<file path="src/rtl/mem_port_arbiter_if.sv">
// Handshake bundle between the arbiter, its two requesters and memory.
// master: arbiter view; slave: environment (IF, LS, memory) view.
interface mem_port_arbiter_if;
  logic        if_req;
  logic [31:0] if_addr;
  logic        if_flush;
  logic        if_ack;
  logic [31:0] if_rdata;
  logic        ls_req;
  logic        ls_we;
  logic [31:0] ls_addr;
  logic [31:0] ls_wdata;
  logic [3:0]  ls_be;
  logic        ls_ack;
  logic [31:0] ls_rdata;
  logic        err;
  logic        mem_req;
  logic        mem_we;
  logic [31:0] mem_addr;
  logic [31:0] mem_wdata;
  logic [3:0]  mem_be;
  logic        mem_ack;
  logic [31:0] mem_rdata;

  modport master (
    input  if_req, if_addr, if_flush,
    input  ls_req, ls_we, ls_addr,
    input  ls_wdata, ls_be,
    input  mem_ack, mem_rdata,
    output if_ack, if_rdata,
    output ls_ack, ls_rdata, err,
    output mem_req, mem_we, mem_addr,
    output mem_wdata, mem_be
  );

  modport slave (
    output if_req, if_addr, if_flush,
    output ls_req, ls_we, ls_addr,
    output ls_wdata, ls_be,
    output mem_ack, mem_rdata,
    input  if_ack, if_rdata,
    input  ls_ack, ls_rdata, err,
    input  mem_req, mem_we, mem_addr,
    input  mem_wdata, mem_be
  );
endinterface

</file>
<file path="src/rtl/mem_port_arbiter.sv">
// Shares one 32-bit memory port between fetch (IF) and load/store (LS).
// Ports: clk, rst (async, active-high), bus (requesters + memory).
// Fetch flush kills an in-flight fetch; a watchdog ends hung accesses
// with err. Build macro ARB_ROUND_ROBIN_EN alternates grants on ties;
// without it LS wins ties.
module mem_port_arbiter #(
  parameter int unsigned TIMEOUT = 64
) (
  input logic                clk,
  input logic                rst,
  mem_port_arbiter_if.master bus
);
  localparam int unsigned CW = $clog2(TIMEOUT);
  localparam logic [CW-1:0] TMAX = CW'(TIMEOUT - 1);

  typedef enum logic [1:0] {
    IDLE,
    BUSY_IF,
    BUSY_LS
  } state_e;

  state_e        state_q, state_d;
  logic [CW-1:0] cnt_q, cnt_d;
  logic          kill_q, kill_d;
  logic          mem_req_q, mem_req_d;
  logic          mem_we_q, mem_we_d;
  logic [31:0]   mem_addr_q, mem_addr_d;
  logic [31:0]   mem_wdata_q, mem_wdata_d;
  logic [3:0]    mem_be_q, mem_be_d;
  logic          if_ack_q, if_ack_d;
  logic [31:0]   if_rdata_q, if_rdata_d;
  logic          ls_ack_q, ls_ack_d;
  logic [31:0]   ls_rdata_q, ls_rdata_d;
  logic          err_q, err_d;
`ifdef ARB_ROUND_ROBIN_EN
  logic          last_if_q, last_if_d;
`endif

  logic if_elig, ls_elig;
  logic grant_if, grant_ls;
  logic kill_eff, done, tmo;

  // A held req is not re-granted in the cycle its own ack is visible.
  assign if_elig = bus.if_req & ~if_ack_q & ~bus.if_flush;
  assign ls_elig = bus.ls_req & ~ls_ack_q;

  // Flush in the completion cycle itself must also kill the fetch.
  assign kill_eff = kill_q |
                    ((state_q == BUSY_IF) & bus.if_flush);

  always_comb begin
    state_d     = state_q;
    cnt_d       = cnt_q;
    kill_d      = kill_q;
    mem_req_d   = mem_req_q;
    mem_we_d    = mem_we_q;
    mem_addr_d  = mem_addr_q;
    mem_wdata_d = mem_wdata_q;
    mem_be_d    = mem_be_q;
    if_ack_d    = 1'b0;
    if_rdata_d  = if_rdata_q;
    ls_ack_d    = 1'b0;
    ls_rdata_d  = ls_rdata_q;
    err_d       = 1'b0;
    grant_if    = 1'b0;
    grant_ls    = 1'b0;
    done        = 1'b0;
    tmo         = 1'b0;
`ifdef ARB_ROUND_ROBIN_EN
    last_if_d   = last_if_q;
`endif

    unique case (state_q)
      IDLE: begin
        kill_d = 1'b0;
        if (if_elig && ls_elig) begin
`ifdef ARB_ROUND_ROBIN_EN
          grant_if = ~last_if_q;
          grant_ls = last_if_q;
`else
          grant_ls = 1'b1;
`endif
        end else if (if_elig) begin
          grant_if = 1'b1;
        end else if (ls_elig) begin
          grant_ls = 1'b1;
        end

        if (grant_if) begin
          state_d     = BUSY_IF;
          cnt_d       = '0;
          mem_req_d   = 1'b1;
          mem_we_d    = 1'b0;
          mem_addr_d  = bus.if_addr;
          mem_wdata_d = '0;
          mem_be_d    = 4'hF;
        end else if (grant_ls) begin
          state_d     = BUSY_LS;
          cnt_d       = '0;
          mem_req_d   = 1'b1;
          mem_we_d    = bus.ls_we;
          mem_addr_d  = bus.ls_addr;
          mem_wdata_d = bus.ls_wdata;
          mem_be_d    = bus.ls_be;
        end
`ifdef ARB_ROUND_ROBIN_EN
        if (grant_if || grant_ls) begin
          last_if_d = grant_if;
        end
`endif
      end

      BUSY_IF, BUSY_LS: begin
        // A real ack wins over a coincident timeout.
        done = bus.mem_ack | (cnt_q == TMAX);
        tmo  = ~bus.mem_ack;
        if (done) begin
          state_d   = IDLE;
          mem_req_d = 1'b0;
          cnt_d     = '0;
          kill_d    = 1'b0;
          if (state_q == BUSY_IF) begin
            if (!kill_eff) begin
              if_ack_d   = 1'b1;
              err_d      = tmo;
              if_rdata_d = tmo ? 32'h0 : bus.mem_rdata;
            end
          end else begin
            ls_ack_d   = 1'b1;
            err_d      = tmo;
            ls_rdata_d = (tmo || mem_we_q) ? 32'h0
                                           : bus.mem_rdata;
          end
        end else begin
          cnt_d  = cnt_q + 1'b1;
          kill_d = kill_eff;
        end
      end

      default: begin
        state_d   = IDLE;
        mem_req_d = 1'b0;
      end
    endcase
  end

  always_ff @(posedge clk or posedge rst) begin
    if (rst) begin
      state_q     <= IDLE;
      cnt_q       <= '0;
      kill_q      <= 1'b0;
      mem_req_q   <= 1'b0;
      mem_we_q    <= 1'b0;
      mem_addr_q  <= '0;
      mem_wdata_q <= '0;
      mem_be_q    <= '0;
      if_ack_q    <= 1'b0;
      if_rdata_q  <= '0;
      ls_ack_q    <= 1'b0;
      ls_rdata_q  <= '0;
      err_q       <= 1'b0;
`ifdef ARB_ROUND_ROBIN_EN
      last_if_q   <= 1'b0;
`endif
    end else begin
      state_q     <= state_d;
      cnt_q       <= cnt_d;
      kill_q      <= kill_d;
      mem_req_q   <= mem_req_d;
      mem_we_q    <= mem_we_d;
      mem_addr_q  <= mem_addr_d;
      mem_wdata_q <= mem_wdata_d;
      mem_be_q    <= mem_be_d;
      if_ack_q    <= if_ack_d;
      if_rdata_q  <= if_rdata_d;
      ls_ack_q    <= ls_ack_d;
      ls_rdata_q  <= ls_rdata_d;
      err_q       <= err_d;
`ifdef ARB_ROUND_ROBIN_EN
      last_if_q   <= last_if_d;
`endif
    end
  end

  assign bus.mem_req   = mem_req_q;
  assign bus.mem_we    = mem_we_q;
  assign bus.mem_addr  = mem_addr_q;
  assign bus.mem_wdata = mem_wdata_q;
  assign bus.mem_be    = mem_be_q;
  assign bus.if_ack    = if_ack_q;
  assign bus.if_rdata  = if_rdata_q;
  assign bus.ls_ack    = ls_ack_q;
  assign bus.ls_rdata  = ls_rdata_q;
  assign bus.err       = err_q;
endmodule
</file>
<file path="src/flat_wrapper.sv">
// flat-port wrapper written by rule: the top's interface ports become plain ports
module mem_port_arbiter_flat 
#(
  parameter int unsigned TIMEOUT = 64
)
  (clk, rst, bus_if_req, bus_if_addr, bus_if_flush, bus_ls_req, bus_ls_we, bus_ls_addr, bus_ls_wdata, bus_ls_be, bus_mem_ack, bus_mem_rdata, bus_if_ack, bus_if_rdata, bus_ls_ack, bus_ls_rdata, bus_err, bus_mem_req, bus_mem_we, bus_mem_addr, bus_mem_wdata, bus_mem_be);
  mem_port_arbiter_if bus_i ();
  input logic clk;
  input logic rst;
  input wire logic [$bits(bus_i.if_req)-1:0] bus_if_req;
  input wire logic [$bits(bus_i.if_addr)-1:0] bus_if_addr;
  input wire logic [$bits(bus_i.if_flush)-1:0] bus_if_flush;
  input wire logic [$bits(bus_i.ls_req)-1:0] bus_ls_req;
  input wire logic [$bits(bus_i.ls_we)-1:0] bus_ls_we;
  input wire logic [$bits(bus_i.ls_addr)-1:0] bus_ls_addr;
  input wire logic [$bits(bus_i.ls_wdata)-1:0] bus_ls_wdata;
  input wire logic [$bits(bus_i.ls_be)-1:0] bus_ls_be;
  input wire logic [$bits(bus_i.mem_ack)-1:0] bus_mem_ack;
  input wire logic [$bits(bus_i.mem_rdata)-1:0] bus_mem_rdata;
  output wire logic [$bits(bus_i.if_ack)-1:0] bus_if_ack;
  output wire logic [$bits(bus_i.if_rdata)-1:0] bus_if_rdata;
  output wire logic [$bits(bus_i.ls_ack)-1:0] bus_ls_ack;
  output wire logic [$bits(bus_i.ls_rdata)-1:0] bus_ls_rdata;
  output wire logic [$bits(bus_i.err)-1:0] bus_err;
  output wire logic [$bits(bus_i.mem_req)-1:0] bus_mem_req;
  output wire logic [$bits(bus_i.mem_we)-1:0] bus_mem_we;
  output wire logic [$bits(bus_i.mem_addr)-1:0] bus_mem_addr;
  output wire logic [$bits(bus_i.mem_wdata)-1:0] bus_mem_wdata;
  output wire logic [$bits(bus_i.mem_be)-1:0] bus_mem_be;
  assign bus_i.if_req = bus_if_req;
  assign bus_i.if_addr = bus_if_addr;
  assign bus_i.if_flush = bus_if_flush;
  assign bus_i.ls_req = bus_ls_req;
  assign bus_i.ls_we = bus_ls_we;
  assign bus_i.ls_addr = bus_ls_addr;
  assign bus_i.ls_wdata = bus_ls_wdata;
  assign bus_i.ls_be = bus_ls_be;
  assign bus_i.mem_ack = bus_mem_ack;
  assign bus_i.mem_rdata = bus_mem_rdata;
  assign bus_if_ack = bus_i.if_ack;
  assign bus_if_rdata = bus_i.if_rdata;
  assign bus_ls_ack = bus_i.ls_ack;
  assign bus_ls_rdata = bus_i.ls_rdata;
  assign bus_err = bus_i.err;
  assign bus_mem_req = bus_i.mem_req;
  assign bus_mem_we = bus_i.mem_we;
  assign bus_mem_addr = bus_i.mem_addr;
  assign bus_mem_wdata = bus_i.mem_wdata;
  assign bus_mem_be = bus_i.mem_be;
  mem_port_arbiter #(.TIMEOUT(TIMEOUT)) u_core (.clk(clk), .rst(rst), .bus(bus_i));
endmodule
</file>
<file path="config.mk">
export PLATFORM = sky130hd
export DESIGN_NAME = mem_port_arbiter_flat
export DESIGN_NICKNAME = d
export VERILOG_FILES = /design/src/rtl/mem_port_arbiter_if.sv /design/src/rtl/mem_port_arbiter.sv /design/src/flat_wrapper.sv
export SDC_FILE = /design/constraint.sdc
export NUM_CORES = 1
export LEC_CHECK = 0
export CORE_UTILIZATION = 50
export CTS_BUF_LIST = sky130_fd_sc_hd__clkbuf_4 sky130_fd_sc_hd__clkbuf_8 sky130_fd_sc_hd__clkbuf_16
export CTS_CLUSTER_SIZE = 12
export DETAILED_ROUTE_END_ITERATION = 12
export DONT_BUFFER_PORTS = 1
export PLACE_DENSITY_LB_ADDON = 0.15
export SLEW_MARGIN = 5
export SYNTH_ARGS = -nofsm -noshare
export SYNTH_HDL_FRONTEND = slang
export SYNTH_SLANG_ARGS = --single-unit
</file>
<file path="constraint.sdc">
create_clock -name clk -period 5.15 [get_ports clk]
set_input_delay 0.515 -clock clk [delete_from_list [all_inputs] [get_ports clk]]
set_output_delay 0.515 -clock clk [all_outputs]
set_load 0.1 [all_outputs]
</file>
==> impl_metrics.json <==
{
  "seq_area_frac_synth_pct": 60.8,
  "post_route_fraction_of_the_period_consumed_by_the_critical_path_pct": 55.8,
  "routed_wirelength_um": 13800,
  "dpl.hpwl_um": 9690,
  "antenna-diode-count": 0,
  "place_congestion": 0.779,
  "worstMarginPinSlew_ns": 1.02,
  "clock_latency_ns": 0.41,
  "layout_min_cycle_time_ns": 2.87,
  "drv_slew": 0,
  "tritoncts_num_sinks": 146,
  "grt_first_pass_wirelength_um": 22100,
  "max_stage_delay_ns": 0.94,
  "synth_edf_count": 0,
  "max_slew_margin_pct": 32.2,
  "wire_per_inst_um": 22.5,
  "timing.critical_path.arrival_ns": 3.14,
  "grt_pass1_vias": 4006,
  "layout-drive-gt1-share_pct": 10.0,
  "clock_pin_slew_on_the_worst_setup_and_hold_paths_ns": 0.06,
  "crit_type": "reg -> reg",
  "outcome": "finished with violations",
  "antenna_found_initial": 0,
  "area.growth.synth_to_final_pct": 9.99,
  "routed-via-count": 3831,
  "max_cap_violations": 0,
  "regToRegSetupSlack_ns": 2.28,
  "finish.net_count": 605,
  "ctsLongestPathBuffers": 2,
  "cp_slowest_cell": "sky130_fd_sc_hd__dfrtp_1",
  "clock-skew-final_ns": 0.00620,
  "mean_area_per_synthesized_cell_um2": 12.7,
  "finalSetupTns_ns": 0,
  "die_y_um": 112,
  "die_w_um": 112,
  "achievable-frequency_ghz": 0.348,
  "cell_chain_critical_path": "nor3b_1, o21ai_4, buf_4, o21ai_0",
  "cts_buffers": 17,
  "design.die.area_um2": 12500,
  "postCtsHoldBufs": 0,
  "detailedRoute.firstIterationViolations": 229,
  "synthCells": 473,
  "tritoncts": "yes",
  "clock-root-buffer": "sky130_fd_sc_hd__clkbuf_16",
  "globalRouteOverflowTotal": 0,
  "postSynthRegisterBits": 146,
  "mappedNetlistArea_um2": 6010,
  "postCtsSetupRepairBufs": 0,
  "synth_top_flop_cell": "sky130_fd_sc_hd__dfrtp_1",
  "async_flop_share_pct": 100,
  "drt_pre_antenna_iters": 9,
  "worst_ep_required_time_ns": 5.42,
  "synth_cell_type_count": 39,
  "grt_max_degree": 109,
  "post_cts_resize_count": 0,
  "yosysWarnings": 0,
  "grt_setup_unrepaired": "no",
  "avgViaCountPerCell": 6.25,
  "violated_checks": "design-rule violations",
  "mappedNetlistNets": 617,
  "timing.critical_path.fanout_max": 56,
  "antenna_violating_nets_post_route": 0,
  "initial_core_util_pct": 52.0,
  "end_kind": "flip-flop",
  "post-route-drc-count": 18,
  "min_path_type": "in -> async",
  "worstSetupStartpointType": "flip-flop",
  "placement_rows": 39,
  "portBuffers": 0,
  "grt_util_all_layers_pct": 23.3,
  "setup_viol_count_final": 0,
  "h-tree-depth": 4,
  "top_ports": 276,
  "coreArea_um2": 11600,
  "timing_hold_violations_final": 0
}
-- critical path, delay by kind of cell (launching register included) --
kind | cells | cell delay, ns
DFF | 1 | 0.94
buffers and inverters | 1 | 0.57
AOI/OAI and AO/OA | 2 | 0.94
and+or+nand+nor | 1 | 0.25
-- metal layers --
layer / GRT usage, % / part of all wire [%] / up-vias
met5: 0 / 0 / -
met2: 37.1 / 49 / 184
li1: - / - / 1726
met3: 10.8 / 11 / 23
met1: 26.7 / 37 / 1898
met4: 11.0 / 2.4 / 0
-- final cells by class --
| type | count | area, um^2 |
|---|---|---|
| clock buffers | 21 | 474 |
| clock inverters | 7 | 37.5 |
| fillers | 967 | 4950 |
| inverters | 5 | 23.8 |
| multi-input cells | 285 | 2200 |
| flip-flops and latches | 146 | 3650 |
| well taps | 143 | 179 |
| repair buffers | 6 | 45.0 |
-- path summary, 6_finish.rpt --
check / start / cells past startpoint / to
min: rst / 1 / u_core.bus.if_ack
max in group asynchronous: rst / 2 / u_core.bus.ls_rdata[14]
min in group clk: bus_ls_be[0] / 1 / u_core.bus.mem_be[0]
max reg2reg: u_core.bus.if_ack / 4 / u_core.bus.mem_addr[25]
max: u_core.bus.if_ack / 4 / u_core.bus.mem_addr[25]
min reg2reg: u_core.cnt_q[1] / 1 / u_core.cnt_q[1]
-- registers in the layout, summed over array words and instances (netlist names), 2 cells and up --
signal                cells
u_core.bus.mem_be         4
u_core.bus.mem_addr      32
u_core.bus.ls_rdata      32
u_core.bus.mem_wdata     32
u_core.cnt_q              6
u_core.bus.if_rdata      32
u_core.state_q            2
-- per-stage QoR --
step	cell area (um^2)	hold slack (ns)	std cells	worst slack [ns]	util, %
6_report	6610	0.181	613	2.28	57.2
5_1_grt	6610	0.208	613	2.00	57.2
4_1_cts	6610	0.209	613	2.25	57.2
3_5_place_dp	6100	0.535	585	2.22	52.7
3_3_place_gp	6100	0.516	585	2.35	52.7
2_1_floorplan	6010	0.489	473	0.712	-
-- synthesized netlist by cell type (all sizes together), types with 2 or more instances --
master  count  area share [%]
nor3b       2            0.25
o22a        4            0.58
nand3       2            0.25
nand2b      2            0.21
clkbuf     24             1.5
mux2i      32             5.3
buf        13             1.2
a22o       70              10
ha          5             1.0
a21o       32             4.0
and3        3            0.31
and4b      32             5.3
inv         5            0.31
nor2        5            0.31
o21ai      38             3.2
and2b       3            0.37
o21bai      2            0.25
nand2      38             2.4
dfrtp     146              61
-- cells by family (layout without fill, tap and decap cells) --
| kind of cell | count (synthesis) | after routing | synth area share, % |
|---|---|---|---|
| compound gates | 154 | 154 | 19.4 |
| fa+ha+maj | 5 | 5 | 1.04 |
| buf+inv | 42 | 39 | 3.02 |
| flops | 146 | 146 | 60.8 |
| mux | 33 | 33 | 5.52 |
| simple gates | 93 | 93 | 10.2 |
-- layout by cell type, fill, tap and decap left out, drive strengths merged, types with 2 or more instances in the layout --
cell type,n
a21o,32
a22o,70
and2b,3
and3,3
and4b,32
buf,6
clkbuf,21
clkinv,6
dfrtp,146
ha,5
inv,5
mux2i,32
nand2,38
nand2b,2
nand3,2
nor2,5
nor3b,2
o21ai,38
o21bai,2
o22a,4
Power is left out: the tool's default activity adds up to more than one toggle a clock period on the data nets, which glitch-free logic cannot reach.
